<file path="config.mk">
export PLATFORM = sky130hd
export DESIGN_NAME = sdram_arbit
export DESIGN_NICKNAME = d
export VERILOG_FILES = /design/src/rtl/sdram_arbit.sv
export SDC_FILE = /design/constraint.sdc
export NUM_CORES = 1
export LEC_CHECK = 0
export ABC_AREA = 1
export BUFFER_PORTS_ARGS = -buffer_cell sky130_fd_sc_hd__buf_2
export CORE_ASPECT_RATIO = 1.2
export CORE_MARGIN = 4
export CORE_UTILIZATION = 47
export CTS_CLUSTER_DIAMETER = 40
export CTS_CLUSTER_SIZE = 25
export DETAILED_ROUTE_END_ITERATION = 16
export PLACE_DENSITY_LB_ADDON = 0.05
export SYNTH_ARGS = -nofsm -noshare
export SYNTH_HDL_FRONTEND = slang
export SYNTH_SLANG_ARGS = --single-unit
</file>
<file path="constraint.sdc">
create_clock -name s_clk -period 3.04 [get_ports s_clk]
set_input_delay 0.152 -clock s_clk [delete_from_list [all_inputs] [get_ports s_clk]]
set_output_delay 0.152 -clock s_clk [all_outputs]
set_load 0.1 [all_outputs]
</file>
<file path="src/rtl/sdram_arbit.sv">
// sdram_arbit: SDRAM command-bus arbiter and auto-refresh engine.
// After initialisation it grants the bus to one owner at a time: refresh,
// then write, then read. It also raises the periodic refresh request that
// the sequencers watch, and muxes the owner's cmd/addr/bank onto the pins.
// Optional read path: define ARBIT_RD_EN to add the read ports, the READ
// state and the read branch of the arbitration.
module sdram_arbit #(
    parameter int         AREF_PERIOD = 780,
    parameter int         T_RFC       = 7,
    parameter logic [3:0] CMD_NOP     = 4'b0111,
    parameter logic [3:0] CMD_AREF    = 4'b0001
) (
    input  logic        s_clk,
    input  logic        s_rst,
    input  logic        init_end,
    input  logic [3:0]  init_cmd,
    input  logic [11:0] init_addr,
    input  logic        req_wr,
    output logic        en_wr,
    input  logic        wr_end,
    input  logic [3:0]  wr_cmd,
    input  logic [11:0] wr_addr,
    input  logic [1:0]  wr_bank,
`ifdef ARBIT_RD_EN
    input  logic        req_rd,
    output logic        en_rd,
    input  logic        rd_end,
    input  logic [3:0]  rd_cmd,
    input  logic [11:0] rd_addr,
    input  logic [1:0]  rd_bank,
`endif
    output logic        req_aref,
    output logic        sdram_cke,
    output logic [3:0]  sdram_cmd,
    output logic [11:0] sdram_addr,
    output logic [1:0]  sdram_bank
);

    localparam int REF_W = $clog2(AREF_PERIOD);
    localparam int RFC_W = $clog2(T_RFC + 1);
    localparam logic [REF_W-1:0] REF_LAST = REF_W'(AREF_PERIOD - 1);
    localparam logic [RFC_W-1:0] RFC_LAST = RFC_W'(T_RFC);

    typedef enum logic [4:0] {
        ST_INIT  = 5'b00001,
        ST_ARBIT = 5'b00010,
        ST_AREF  = 5'b00100,
        ST_WRITE = 5'b01000,
        ST_READ  = 5'b10000
    } state_t;

    state_t            state_q;
    logic [RFC_W-1:0]  cnt_aref_q;
    logic [REF_W-1:0]  cnt_ref_q;
    logic [REF_W-1:0]  cnt_ref_d;
    logic              req_aref_q;
    logic              req_aref_d;
    logic              en_wr_q;
    logic              cke_q;
    logic              ref_tc;
    logic              aref_start;
`ifdef ARBIT_RD_EN
    logic              en_rd_q;
`endif

    // Refresh timer next state: frozen in INIT, free-running with wrap
    // afterwards; the request is sticky until the arbiter starts a refresh.
    always_comb begin
        ref_tc     = (cnt_ref_q == REF_LAST);
        aref_start = (state_q == ST_ARBIT) && req_aref_q;
        cnt_ref_d  = cnt_ref_q;
        if (state_q == ST_INIT) begin
            cnt_ref_d = '0;
        end else if (ref_tc) begin
            cnt_ref_d = '0;
        end else begin
            cnt_ref_d = cnt_ref_q + 1'b1;
        end
        // A new expiry wins over the clear so a period is never lost
        req_aref_d = req_aref_q;
        if (ref_tc) begin
            req_aref_d = 1'b1;
        end else if (aref_start) begin
            req_aref_d = 1'b0;
        end
    end

    // Refresh timer and pending-request registers
    always_ff @(posedge s_clk) begin
        if (s_rst) begin
            cnt_ref_q  <= '0;
            req_aref_q <= 1'b0;
        end else begin
            cnt_ref_q  <= cnt_ref_d;
            req_aref_q <= req_aref_d;
        end
    end

    // Clock enable: low while in reset, high from the first cycle after
    always_ff @(posedge s_clk) begin
        if (s_rst) begin
            cke_q <= 1'b0;
        end else begin
            cke_q <= 1'b1;
        end
    end

    // Arbitration FSM with registered one-cycle grant pulses
    always_ff @(posedge s_clk) begin
        if (s_rst) begin
            state_q    <= ST_INIT;
            cnt_aref_q <= '0;
            en_wr_q    <= 1'b0;
`ifdef ARBIT_RD_EN
            en_rd_q    <= 1'b0;
`endif
        end else begin
            en_wr_q <= 1'b0;
`ifdef ARBIT_RD_EN
            en_rd_q <= 1'b0;
`endif
            case (state_q)
                ST_INIT: begin
                    if (init_end) begin
                        state_q <= ST_ARBIT;
                    end
                end
                ST_ARBIT: begin
                    if (req_aref_q) begin
                        state_q    <= ST_AREF;
                        cnt_aref_q <= '0;
                    end else if (req_wr) begin
                        state_q <= ST_WRITE;
                        en_wr_q <= 1'b1;
                    end
`ifdef ARBIT_RD_EN
                    else if (req_rd) begin
                        state_q <= ST_READ;
                        en_rd_q <= 1'b1;
                    end
`endif
                end
                ST_AREF: begin
                    if (cnt_aref_q == RFC_LAST) begin
                        state_q    <= ST_ARBIT;
                        cnt_aref_q <= '0;
                    end else begin
                        cnt_aref_q <= cnt_aref_q + 1'b1;
                    end
                end
                ST_WRITE: begin
                    // A refresh raised mid-burst waits for the sequencer to finish
                    if (wr_end) begin
                        state_q <= ST_ARBIT;
                    end
                end
`ifdef ARBIT_RD_EN
                ST_READ: begin
                    if (rd_end) begin
                        state_q <= ST_ARBIT;
                    end
                end
`endif
                default: begin
                    state_q <= ST_INIT;
                end
            endcase
        end
    end

    // Pin mux: combinational from the registered state, zero added latency
    always_comb begin
        sdram_cmd  = CMD_NOP;
        sdram_addr = '0;
        sdram_bank = '0;
        case (state_q)
            ST_INIT: begin
                sdram_cmd  = init_cmd;
                sdram_addr = init_addr;
            end
            ST_AREF: begin
                sdram_cmd = (cnt_aref_q == '0) ? CMD_AREF : CMD_NOP;
            end
            ST_WRITE: begin
                sdram_cmd  = wr_cmd;
                sdram_addr = wr_addr;
                sdram_bank = wr_bank;
            end
`ifdef ARBIT_RD_EN
            ST_READ: begin
                sdram_cmd  = rd_cmd;
                sdram_addr = rd_addr;
                sdram_bank = rd_bank;
            end
`endif
            default: begin
                sdram_cmd = CMD_NOP;
            end
        endcase
    end

    assign en_wr     = en_wr_q;
    assign req_aref  = req_aref_q;
    assign sdram_cke = cke_q;
`ifdef ARBIT_RD_EN
    assign en_rd     = en_rd_q;
`endif

endmodule

</file>
# [Yosys cells after proc, flatten, opt, wreduce, memory -nomap -nowiden]
# Cells that the tools add are included.
[totals] wordCells=45 reg_bits=21 out_inout_bits=21 inputBits=39
[op_classes] n_mux=17 n_eq_ne=11 add_sub_neg=2 reduce_logical=8 n_bitwise=1
[ops] op="5-bit two-way mux" count=5
[ops] op="12-bit one-hot mux with 2 select lines" count=1
[ops] op="5-bit one-hot mux with 4 select lines" count=1
[ops] op="4-bit one-hot mux with 3 select lines" count=1
[ops] op="10-bit by 1-bit adder with 10-bit output (second input constant)" count=1
[ops] op="10-bit == test (second input constant)" count=1
[ops] op="3-bit two-way mux" count=3
[ops] op="2-bit != test (second input constant)" count=4
[ops] op="3-bit one-hot mux with 2 select lines" count=1
[ops] op="3-bit OR reduction" count=2
[ops] op="5-bit by 1-bit == test with 1-bit output (second input constant)" count=1
[ops] op="5-bit by 2-bit == test with 1-bit output (second input constant)" count=1
[ops] op="5-bit by 3-bit == test with 1-bit output (second input constant)" count=1
[ops] op="5-bit by 4-bit == test with 1-bit output (second input constant)" count=1
[ops] op="1-bit two-way mux" count=4
[ops] op="4-bit AND reduction" count=1
[ops] op="2-bit nonzero test" count=2
[ops] op="3-bit by 1-bit adder with 3-bit output (second input constant)" count=1
[ops] op="3-bit == test (second input constant)" count=1
[ops] op="3-bit zero test" count=1
[ops] op="3-bit != test (second input constant)" count=1
[ops] op="2-bit two-way mux" count=1
[ops] op="2-bit AND reduction" count=1
[ops] op="1-bit logical AND" count=1
[ops] op="1-bit NOT" count=1

# [Depth between registers and ports, before layout]
# Gate-level depths: netlist of the first run.
[depth] word_depth=4 depth_mapped=9 mapped_depth_nobuf=9

# [Worst setup path after synthesis of the first run]
# Ideal clock, no wire load.
[synth_timing] kind="register to output" from="register state_q[1]" to="output port sdram_bank[0]" t_arrival_ns=1.859 stages_incl_launch_ff=4 required_time_ns=2.888 path_buffers=0 slack_ns=1.029 cell_sequence="dfxtp_1 nor2_2 nand2_2 nor2_1"
[synth_via] elab_chain_len=2
[synth_lines] element="start: declaration" line="52" source="state_t state_q;"
[synth_lines] element="start signal: assignment" line="111" source="state_q <= ST_INIT;"
[synth_lines] element="start signal: assignment" line="125" source="state_q <= ST_ARBIT;"
[synth_lines] element="start signal: assignment" line="130" source="state_q <= ST_AREF;"
[synth_lines] element="5-bit by 4-bit == test with 1-bit output" line="176" source="case (state_q)"
[synth_lines] element="2-bit two-way mux" line="176"
[synth_lines] element="end: declaration" line="36" source="output logic [1:0] sdram_bank"
# Every way passes these cells.

# [Worst setup path in the final report of the first run]
[layout_timing] from="register state_q[1]" to="output port sdram_cmd[1]"
[layout_via] elab_chain_len=2 elab_cells_between_ends=4 classes_between="eq/ne: 3; mux: 1"
[layout_lines] element="5-bit by 4-bit == test with 1-bit output (tied with other cells)" line="176"
[layout_lines] element="4-bit one-hot mux with 3 select lines (*)" line="176"
[layout_lines] element="end: declaration" line="34" source="output logic [3:0] sdram_cmd,"
# Every way passes the cells marked *; elsewhere a longest branch is shown, timed or not.

==> results of run 1 <==
-- power breakdown --
group          switching, mW  total [mW]  internal, mW
clock                 0.0745       0.121        0.0462
combinational          0.667       0.807         0.140
sequential            0.0146       0.293         0.279
total                  0.757        1.22         0.464
-- cells in the final DEF, fill, tap and decap left out --
cell type and instances:
nand2_1 31, clkbuf_4 3, a21oi_1 8, nand3b_1 1
o21ai_0 2, xor2_1 3, nor2_1 25, nand4_1 5
nor2_2 5, ha_1 4, inv_2 1, inv_4 1
dfxtp_1 20, a22o_1 13, inv_1 21, nand3_2 2
buf_2 59, nand3_1 8, nand2_2 2, xnor2_1 2
-- flip-flops by register name, summed over array words and instances (netlist names) --
register and cells:
cnt_ref_q 10, en_wr 1, req_aref 1, state_q 4, sdram_cke 1, cnt_aref_q 3
-- area by class of cell --
type / instances / area (sq um)
well taps: 31 / 38.79
clock buffers: 3 / 22.52
repair buffers: 59 / 295.3
inverters: 23 / 88.84
multi-input cells: 111 / 610.6
fillers: 221 / 825.8
flip-flops and latches: 20 / 400.4
-- worst paths after layout --
path                              startpoint                    endpoint  cells past startpoint
setup / recovery     state_q[1]$_SDFFE_PP0P_                sdram_cmd[1]                      6
hold / removal                         s_rst  cnt_aref_q[2]$_SDFFE_PP0P_                      2
setup reg to reg  cnt_aref_q[1]$_SDFFE_PP0P_     state_q[1]$_SDFFE_PP0P_                      9
hold reg to reg      cnt_ref_q[0]$_SDFF_PP0_     cnt_ref_q[0]$_SDFF_PP0_                      1
-- per-stage QoR --
step	total power [mW]	worst slack [ns]	util
3_5_place_dp	1.111	1.432	0.6283
4_1_cts	1.229	1.096	0.6382
2_1_floorplan	1.002	1.029	-
3_3_place_gp	1.100	1.468	0.6283
6_report	1.221	1.095	0.6382
5_1_grt	1.272	0.9186	0.6382
-- per-layer routing --
layer / global-route usage / share of wire
met1: 0.1566 / 0.38
met2: 0.3599 / 0.51
met3: 0.03390 / 0.099
met4: 0.07664 / 0.011
met5: 0 / 0
-- worst register-to-register path, stage by stage, from the launching register on --
cell and delay, ns:
dfxtp_1 0.37, ha_1 0.16, ha_1 0.14, inv_1 0.04
nand3_1 0.11, nand2_1 0.07, nor2_1 0.14, nand2_1 0.06
nand2_1 0.06, nor2_1 0.04
-- logic make-up after synthesis --
| kind of cell | share of synthesized area |
|---|---|
| fa+ha+maj | 0.04459 |
| compound gates | 0.1460 |
| xor+xnor | 0.03903 |
| flops | 0.3567 |
| buf+inv | 0.09922 |
| simple gates | 0.3144 |
==> impl_metrics.toml, run 1 <==
[run_status]
status = "finished, final reports clean"

[floorplan]
design.portCount = 60
coreArea_sq_um = 2282
rows = 19
chipWidth_microns = 52.61
die_h_microns = 61.53
dieArea_sq_um = 3237
start_util = 0.4918

[global_route]
grt_max_degree = 17
grt.overflow.total = 0
antenna_found_initial = 0
grt_pass1_wl_mm = 4.257
grt_usage = 0.1730
grt_pass1_vias = 1095

[synthesis]
ys_async_sr_fraction = 0
synth_area_per_cell_sq_um = 7.194
synth_edf_count = 0
yosys.area.top_type = "dfxtp_1"
ys.flop_type = "dfxtp_1"
yosys-top-cells-area = "dfxtp_1, nand2_1, a22o_1"
yosysMostFrequentCell = "nand2_1"
synth_top_area_frac = 0.3567
yosys_warnings = 0
ys_seq_area_frac = 0.3567
synth_cells = 156
synthDistinctLibCells = 19
syn-num-nets = 199
netlist_area_sq_um = 1122
synth_commonest_cells = "nand2_1, nor2_1, inv_1"
ys_seq_elements = 20

[final_layout]
num_antenna_cells = 0
nets = 261
final_cells = 247
drive_gt1_frac = 0.3380
synthToLayoutAreaGrowth_pct = 29.77
stdcell_area_sq_um = 1456

[pwr]
power_density_nw_per_um2 = 838.3
vdd_drop_max_v = 0.0006028
cellLeakagePower_nw = 0.7631

[setup_path]
critPathKind = "register to output pin"
cp_max_fo = 16
start_kind = "register"
worstPathCellList = "nor2_2 -> nand2_2 -> inv_2 -> nand2_1 -> nand4_1 -> buf_2"
crit_path_max_incr_delay_ns = 0.43
end_kind = "output pin"
cp.required_ns = 2.89
cp_top_family = "buffers and inverters"
arrival_ns = 1.79
critPathBufInv = 2
r2r_slack_ns = 1.76
slowest_stage = "buf_2"

[routing]
drt-total-wl_mm = 2.843
vias = 1227
drt_pass1_iterations = 4
ant_nets = 0
drt_iter0_drc = 28
vias_per_cell = 4.968
drc = 0
post_drt_wl_per_cell_microns = 11.51

[clock_network]
cts_sinks = 20
cts_tree = "yes"
cts_made_buffers = 3
root_buffer = "clkbuf_4"
holdBufCountCts = 0
clock_path_buffers = 2
clkTransAtPathRegs_ns = 0.10
h-tree-depth = 1
cts_setup_buffers = 0
clk_latency_ns = 0.30
cts_resized = 0

[placement]
globalplace.congestion = 0.8332
io_buffers = 59
placed_cell_area_sq_um = 1434
hpwl_mm = 2.384
dp_cells = 244

[sta]
rsz0062_at_grt = "false"
min_period_ns = 1.945
clock_skew_ns = 0.004263
whs_ns = 0.09290
setup_violations = 0
tns_ns = 0
slew_headroom = 0.6714
finalHoldViolCount = 0
clock.fmax_mhz = 514.2
tightest_slew_ns = 0.4963
fin_crit_sh = 0.6398
drv_slew = 0

[run]
cap_violations = 0

[min_path]
hp-class = "input pin to register"
Note: power is estimated with default switching activity, not from simulation.
==> run 2: changes to the inputs <==
--- a/config.mk
+++ b/config.mk
@@ -9,7 +9,7 @@
 export BUFFER_PORTS_ARGS = -buffer_cell sky130_fd_sc_hd__buf_2
 export CORE_ASPECT_RATIO = 1.2
 export CORE_MARGIN = 4
-export CORE_UTILIZATION = 47
+export CORE_UTILIZATION = 44
 export CTS_CLUSTER_DIAMETER = 40
 export CTS_CLUSTER_SIZE = 25
 export DETAILED_ROUTE_END_ITERATION = 16
==> constraint.sdc (replaced) <==
create_clock -name s_clk -period 1.96 [get_ports s_clk]
set_input_delay 0.098 -clock s_clk [delete_from_list [all_inputs] [get_ports s_clk]]
set_output_delay 0.098 -clock s_clk [all_outputs]
set_load 0.1 [all_outputs]
==> run 2 against run 1 <==
Net effect:
- worst hold slack worse by 0.040 ns
- sequential share of layout area is 0.98 points lower
- flip-flop and latch count unchanged
- clock power up 88%
- core utilization rose by 0.35 points
- critical path depth increased by 1
- critical path type unchanged
- sequential power rose by 56%
- largest power group unchanged
- largest cell class unchanged
- design area rose by 3.7%
- register-to-register slack got worse by 1.1 ns
==> impl_metrics.toml, run 2 (synthesis gave the netlist of run 1 again) <==
[pwr]
clkPwrFrac = 0.114
p_total_mw = 1.996
combinationalPowerShare = 0.658
vdd_drop_max_v = 0.001111
intPower_mw = 0.8118
p_seq_frac = 0.228
power.switching_mw = 1.184
swShare = 0.5933
cellLeakagePower_nw = 0.7739
power_density_nw_per_um2 = 1322

[final_layout]
largest_register = "cnt_ref_q"
drive_gt1_frac = 0.3410
synthToLayoutAreaGrowth_pct = 34.56
largest_reg_flops = 10
top_regs = "cnt_ref_q x10, state_q x4, cnt_aref_q x3"
num_antenna_cells = 0
final_core_util = 0.6417
layout_common_cells = "buf_2, nand2_1, nor2_1"
fill_cells = 226
final_common_cell = "buf_2"
nets = 261

[routing]
drt_pass1_iterations = 4
drt_iter0_drc = 13
drt-total-wl_mm = 3.012
post_drt_wl_per_cell_microns = 12.15
drc = 0
vias_per_cell = 5.040
vias = 1250
ant_nets = 0

[global_route]
met1_usage = 0.1468
grt_usage = 0.1681
grt_pass1_vias = 1136
grt.overflow.total = 0
use_met3 = 0.02594
grt_max_degree = 17
grt.met2_usage = 0.3439
grt-busiest-layer = "met2"
antenna_found_initial = 0
grt_pass1_wl_mm = 4.416

[floorplan]
dieArea_sq_um = 3426
rows = 19
die_h_microns = 63.33
coreArea_sq_um = 2354
design.portCount = 60
start_util = 0.4769
chipWidth_microns = 54.11

[sta]
drv_slew = 0
fin_crit_sh = 0.9246
slew_headroom = 0.6757
finalHoldViolCount = 0
clock_skew_ns = 0.002639
min_period_ns = 1.812
tightest_slew_ns = 0.4898
tns_ns = 0
rsz0062_at_grt = "false"
setup_violations = 0
clock.fmax_mhz = 551.8

[run_status]
status = "finished, final reports clean"

[setup_path]
arrival_ns = 1.71
critPathKind = "register to output pin"
cp_max_fo = 4
slowest_stage = "dfxtp_1"
cp.required_ns = 1.86
critPathBufInv = 3
r2r_slack_ns = 0.66
end_kind = "output pin"
start_kind = "register"
cp_top_family = "buffers and inverters"
crit_path_max_incr_delay_ns = 0.39
crit_top_cell = "inv_1"
worstPathCellList = "inv_1 -> nor2_1 -> nand2_1 -> inv_1 -> o21ai_0 -> nand4_1 -> clkbuf_4"

[clock_network]
clkTransAtPathRegs_ns = 0.10
cts_made_buffers = 3
cts_tree = "yes"
cts_sinks = 20
clk_latency_ns = 0.29
cts_setup_buffers = 0
holdBufCountCts = 0
root_buffer = "clkbuf_4"
clock_path_buffers = 2
h-tree-depth = 1

[min_path]
hp-class = "input pin to register"

[placement]
globalplace.congestion = 0.8323
io_buffers = 59
hpwl_mm = 2.557

[run]
cap_violations = 0
[run 2: cell types whose count changed in the layout (fill, tap and decap cells not counted), sizes merged]
cell	change
clkbuf	+17
buf	-16
[run 2: worst paths after layout]
check / to / startpoint / cells after the start
max: sdram_cmd[2] / state_q[2]$_SDFFE_PP0P_ / 7
min: state_q[3]$_SDFFE_PP0P_ / s_rst / 2
max reg2reg: state_q[1]$_SDFFE_PP0P_ / cnt_aref_q[0]$_SDFFE_PP0P_ / 8
min reg2reg: cnt_ref_q[0]$_SDFF_PP0_ / cnt_ref_q[0]$_SDFF_PP0_ / 1
[run 2: area by class of cell]
class | count | area [sq um] | share of cell area
clock buffers | 4 | 36.28 | 0.02403
inverters | 23 | 88.84 | 0.05882
repair buffers | 59 | 335.3 | 0.2220
flip-flops and latches | 20 | 400.4 | 0.2651
well taps | 31 | 38.79 | 0.02568
multi-input cells | 111 | 610.6 | 0.4043
[run 2: timing repair]
| action | 4_1_cts | 5_1_grt |
|---|---|---|
| setup endpoints to repair | 0 | 16 |
| resized for setup | 0 | 16 |
| hold endpoints to repair | 0 | 0 |
[run 2: metrics by stage]
stage / area, sq um / hold slack (ns) / setup WS, ns / instances
finish: 1510 / 0.05277 / 0.1478 / 248
global route: 1510 / 0.06364 / 0.003521 / 248
CTS: 1470 / 0.04692 / 0.04157 / 248
detailed placement: 1434 / 0.3702 / 0.3806 / 244
global placement: 1434 / 0.3587 / 0.4392 / 244
floorplan: 1122 / 0.1671 / 0.003312 / 156
[run 2: power by group through the flow]
stage	combinational [mW]	sequential, mW	clock [mW]
3_5_place_dp	1.26	0.465	0
5_1_grt	1.38	0.459	0.255
3_3_place_gp	1.25	0.462	0
4_1_cts	1.27	0.455	0.240
2_1_floorplan	1.08	0.474	0
6_report	1.31	0.456	0.228
[run 2: layer usage]
layer / vias to the layer above / wire [microns] / share of wire
met5: - / 0 / 0
met4: 0 / 34 / 0.011
met3: 4 / 353 / 0.12
met2: 56 / 1639 / 0.54
met1: 559 / 985 / 0.33
li1: 631 / - / -
==> run 3: changes to the inputs <==
--- a/config.mk
+++ b/config.mk
@@ -14,6 +14,7 @@
 export CTS_CLUSTER_SIZE = 25
 export DETAILED_ROUTE_END_ITERATION = 16
 export PLACE_DENSITY_LB_ADDON = 0.05
+export SETUP_SLACK_MARGIN = 0.5
 export SYNTH_ARGS = -nofsm -noshare
 export SYNTH_HDL_FRONTEND = slang
 export SYNTH_SLANG_ARGS = --single-unit
==> run 3 against run 2 <==
Net effect:
- die area unchanged
- core utilization is 16 points higher
- count of clock-buffer cells in the layout unchanged
- worst hold slack worse by 0.017 ns
- routed wire length increased by 24%
- design area increased by 25%
- combinational power increased by 33%
- critical path depth decreased by 2
- sequential power grew 3%
- highest routed layer unchanged
- cell count grew 3.2%
- register-to-register slack gained 0.02 ns
- first-iteration DRC count rose to 2.6 times the previous value
==> impl_metrics.toml, run 3 (synthesis gave the netlist of run 1 again) <==
[routing]
drt_pass1_iterations = 4
drc = 0
post_drt_wl_per_cell_microns = 14.62
ant_nets = 0
drt-total-wl_mm = 3.742
vias_per_cell = 5.098
vias = 1305
drt_iter0_drc = 34

[clock_network]
cts_tree = "yes"
clock_path_buffers = 2
clkTransAtPathRegs_ns = 0.11
holdBufCountCts = 0
cts_sinks = 20
cts_made_buffers = 3
root_buffer = "clkbuf_4"
h-tree-depth = 1
clk_latency_ns = 0.30

[setup_path]
arrival_ns = 1.52
r2r_slack_ns = 0.68
r2r-end = "state_q[1]$_SDFFE_PP0P_"
worst-path-stages = 5
crit_path_start = "state_q[1]$_SDFFE_PP0P_"
r2r-start = "cnt_aref_q[0]$_SDFFE_PP0P_"
worstPathCellList = "nor2_4 -> nand2_2 -> nand3_2 -> nand4_1 -> buf_12"
cp_top_family = "simple AND/OR/NAND/NOR gates"
slowest_stage = "dfxtp_4"
start_kind = "register"
endpoint = "sdram_cmd[1]"
cp_max_fo = 4
end_kind = "output pin"
cp.required_ns = 1.86
rr_worst_depth = 9
critPathBufInv = 1
critPathKind = "register to output pin"
crit_path_max_incr_delay_ns = 0.38

[placement]
placed_cell_area_sq_um = 1479
hpwl_mm = 2.578
io_buffers = 59
pre_cts_slack_ns = 0.4182
globalplace.congestion = 0.8478

[sta]
tightest_slew_ns = 0.4861
finalHoldViolCount = 0
fin_ws_ns = 0.3447
min_period_ns = 1.615
fin_crit_sh = 0.8241
setup_violations = 0
clock.fmax_mhz = 619.1
whs_ns = 0.03534
tns_ns = 0
rsz0062_at_grt = "true"
slew_headroom = 0.6782
clock_skew_ns = 0.004841
drv_slew = 0

[pwr]
p_seq_frac = 0.192
combinationalPowerShare = 0.714
cellLeakagePower_nw = 0.9040
swShare = 0.5369
vdd_drop_max_v = 0.001025
clkPwrFrac = 0.095
power.switching_mw = 1.309
power_density_nw_per_um2 = 1290
intPower_mw = 1.129

[final_layout]
drive_gt1_frac = 0.4844
num_antenna_cells = 0
nets = 269
layout_common_cells = "buf_2, nand2_1, nor2_1"
top_regs = "cnt_ref_q x10, state_q x4, cnt_aref_q x3"
synthToLayoutAreaGrowth_pct = 68.45
final_common_cell = "buf_2"
stdcell_area_sq_um = 1891
largest_reg_flops = 10
largest_register = "cnt_ref_q"

[global_route]
grt_pass1_vias = 1330
grt.overflow.total = 0
antenna_found_initial = 0
grt_pass1_wl_mm = 5.561
grt.met2_usage = 0.3909
use_met3 = 0.03538
grt_max_degree = 17
grt_usage = 0.2140
met1_usage = 0.2055
grt-busiest-layer = "met2"

[run_status]
status = "finished, final reports clean"

[floorplan]
rows = 19
coreArea_sq_um = 2354
dieArea_sq_um = 3426
design.portCount = 60
start_util = 0.4769
die_h_microns = 63.33
chipWidth_microns = 54.11

[run]
cap_violations = 0

[min_path]
hp-class = "input pin to register"
-- run 3: how the worst min path moves through the flow --
stage          start                       to  depth (start not counted)
2_1_floorplan  s_rst    req_aref$_SDFFE_PP0P_                          1
3_3_place_gp   s_rst    req_aref$_SDFFE_PP0P_                          2
3_5_place_dp   s_rst  state_q[3]$_SDFFE_PP0P_                          2
4_1_cts        s_rst  state_q[3]$_SDFFE_PP0P_                          2
5_1_grt        s_rst  state_q[2]$_SDFFE_PP0P_                          2
6_report       s_rst  state_q[2]$_SDFFE_PP0P_                          2
-- run 3: per-layer routing --
layer  up-vias  routed length [microns]  share of wire
li1        644                        -              -
met1       591                     1312           0.35
met2        59                     1979           0.53
met3        11                      351          0.094
met4         0                       99          0.026
met5         -                        0              0
-- run 3: cell type report --
cell class,instances,area [sq um]
inverters,23,103.9
fillers,155,462.9
clock buffers,4,36.28
repair buffers,66,608.1
multi-input cells,111,680.7
well taps,31,38.79
flip-flops and latches,20,416.7
repair inverters,1,6.256
-- run 3: stage by stage --
stage / cells / util / power [mW]
global placement: 244 / 0.6284 / 1.744
CTS: 254 / 0.7788 / 2.401
global route: 256 / 0.8033 / 2.530
finish: 256 / 0.8033 / 2.439
detailed placement: 244 / 0.6284 / 1.757
floorplan: 156 / - / 1.592
-- run 3: worst reg2reg max path, delay by kind of cell (launching register included) --
family | cells | cell delay [ns]
adder cells (fa/ha/maj) | 2 | 0.29
buffers and inverters | 1 | 0.04
flip-flops | 1 | 0.37
AND/OR/NAND/NOR | 6 | 0.49
-- run 3: power groups by stage --
stage | combinational (mW) | clock, mW | sequential (mW)
after floorplan | 1.11 | 0 | 0.485
after global placement | 1.27 | 0 | 0.473
after detailed placement | 1.28 | 0 | 0.475
after CTS | 1.70 | 0.236 | 0.466
after global routing | 1.80 | 0.258 | 0.472
final | 1.74 | 0.231 | 0.468
-- run 3: repair_timing --
action                     4_1_cts  5_1_grt
pin swaps                        5        3
setup endpoints to repair       18       18
setup buffers                    5        2
resized for setup               80       10
cloned                           1        0
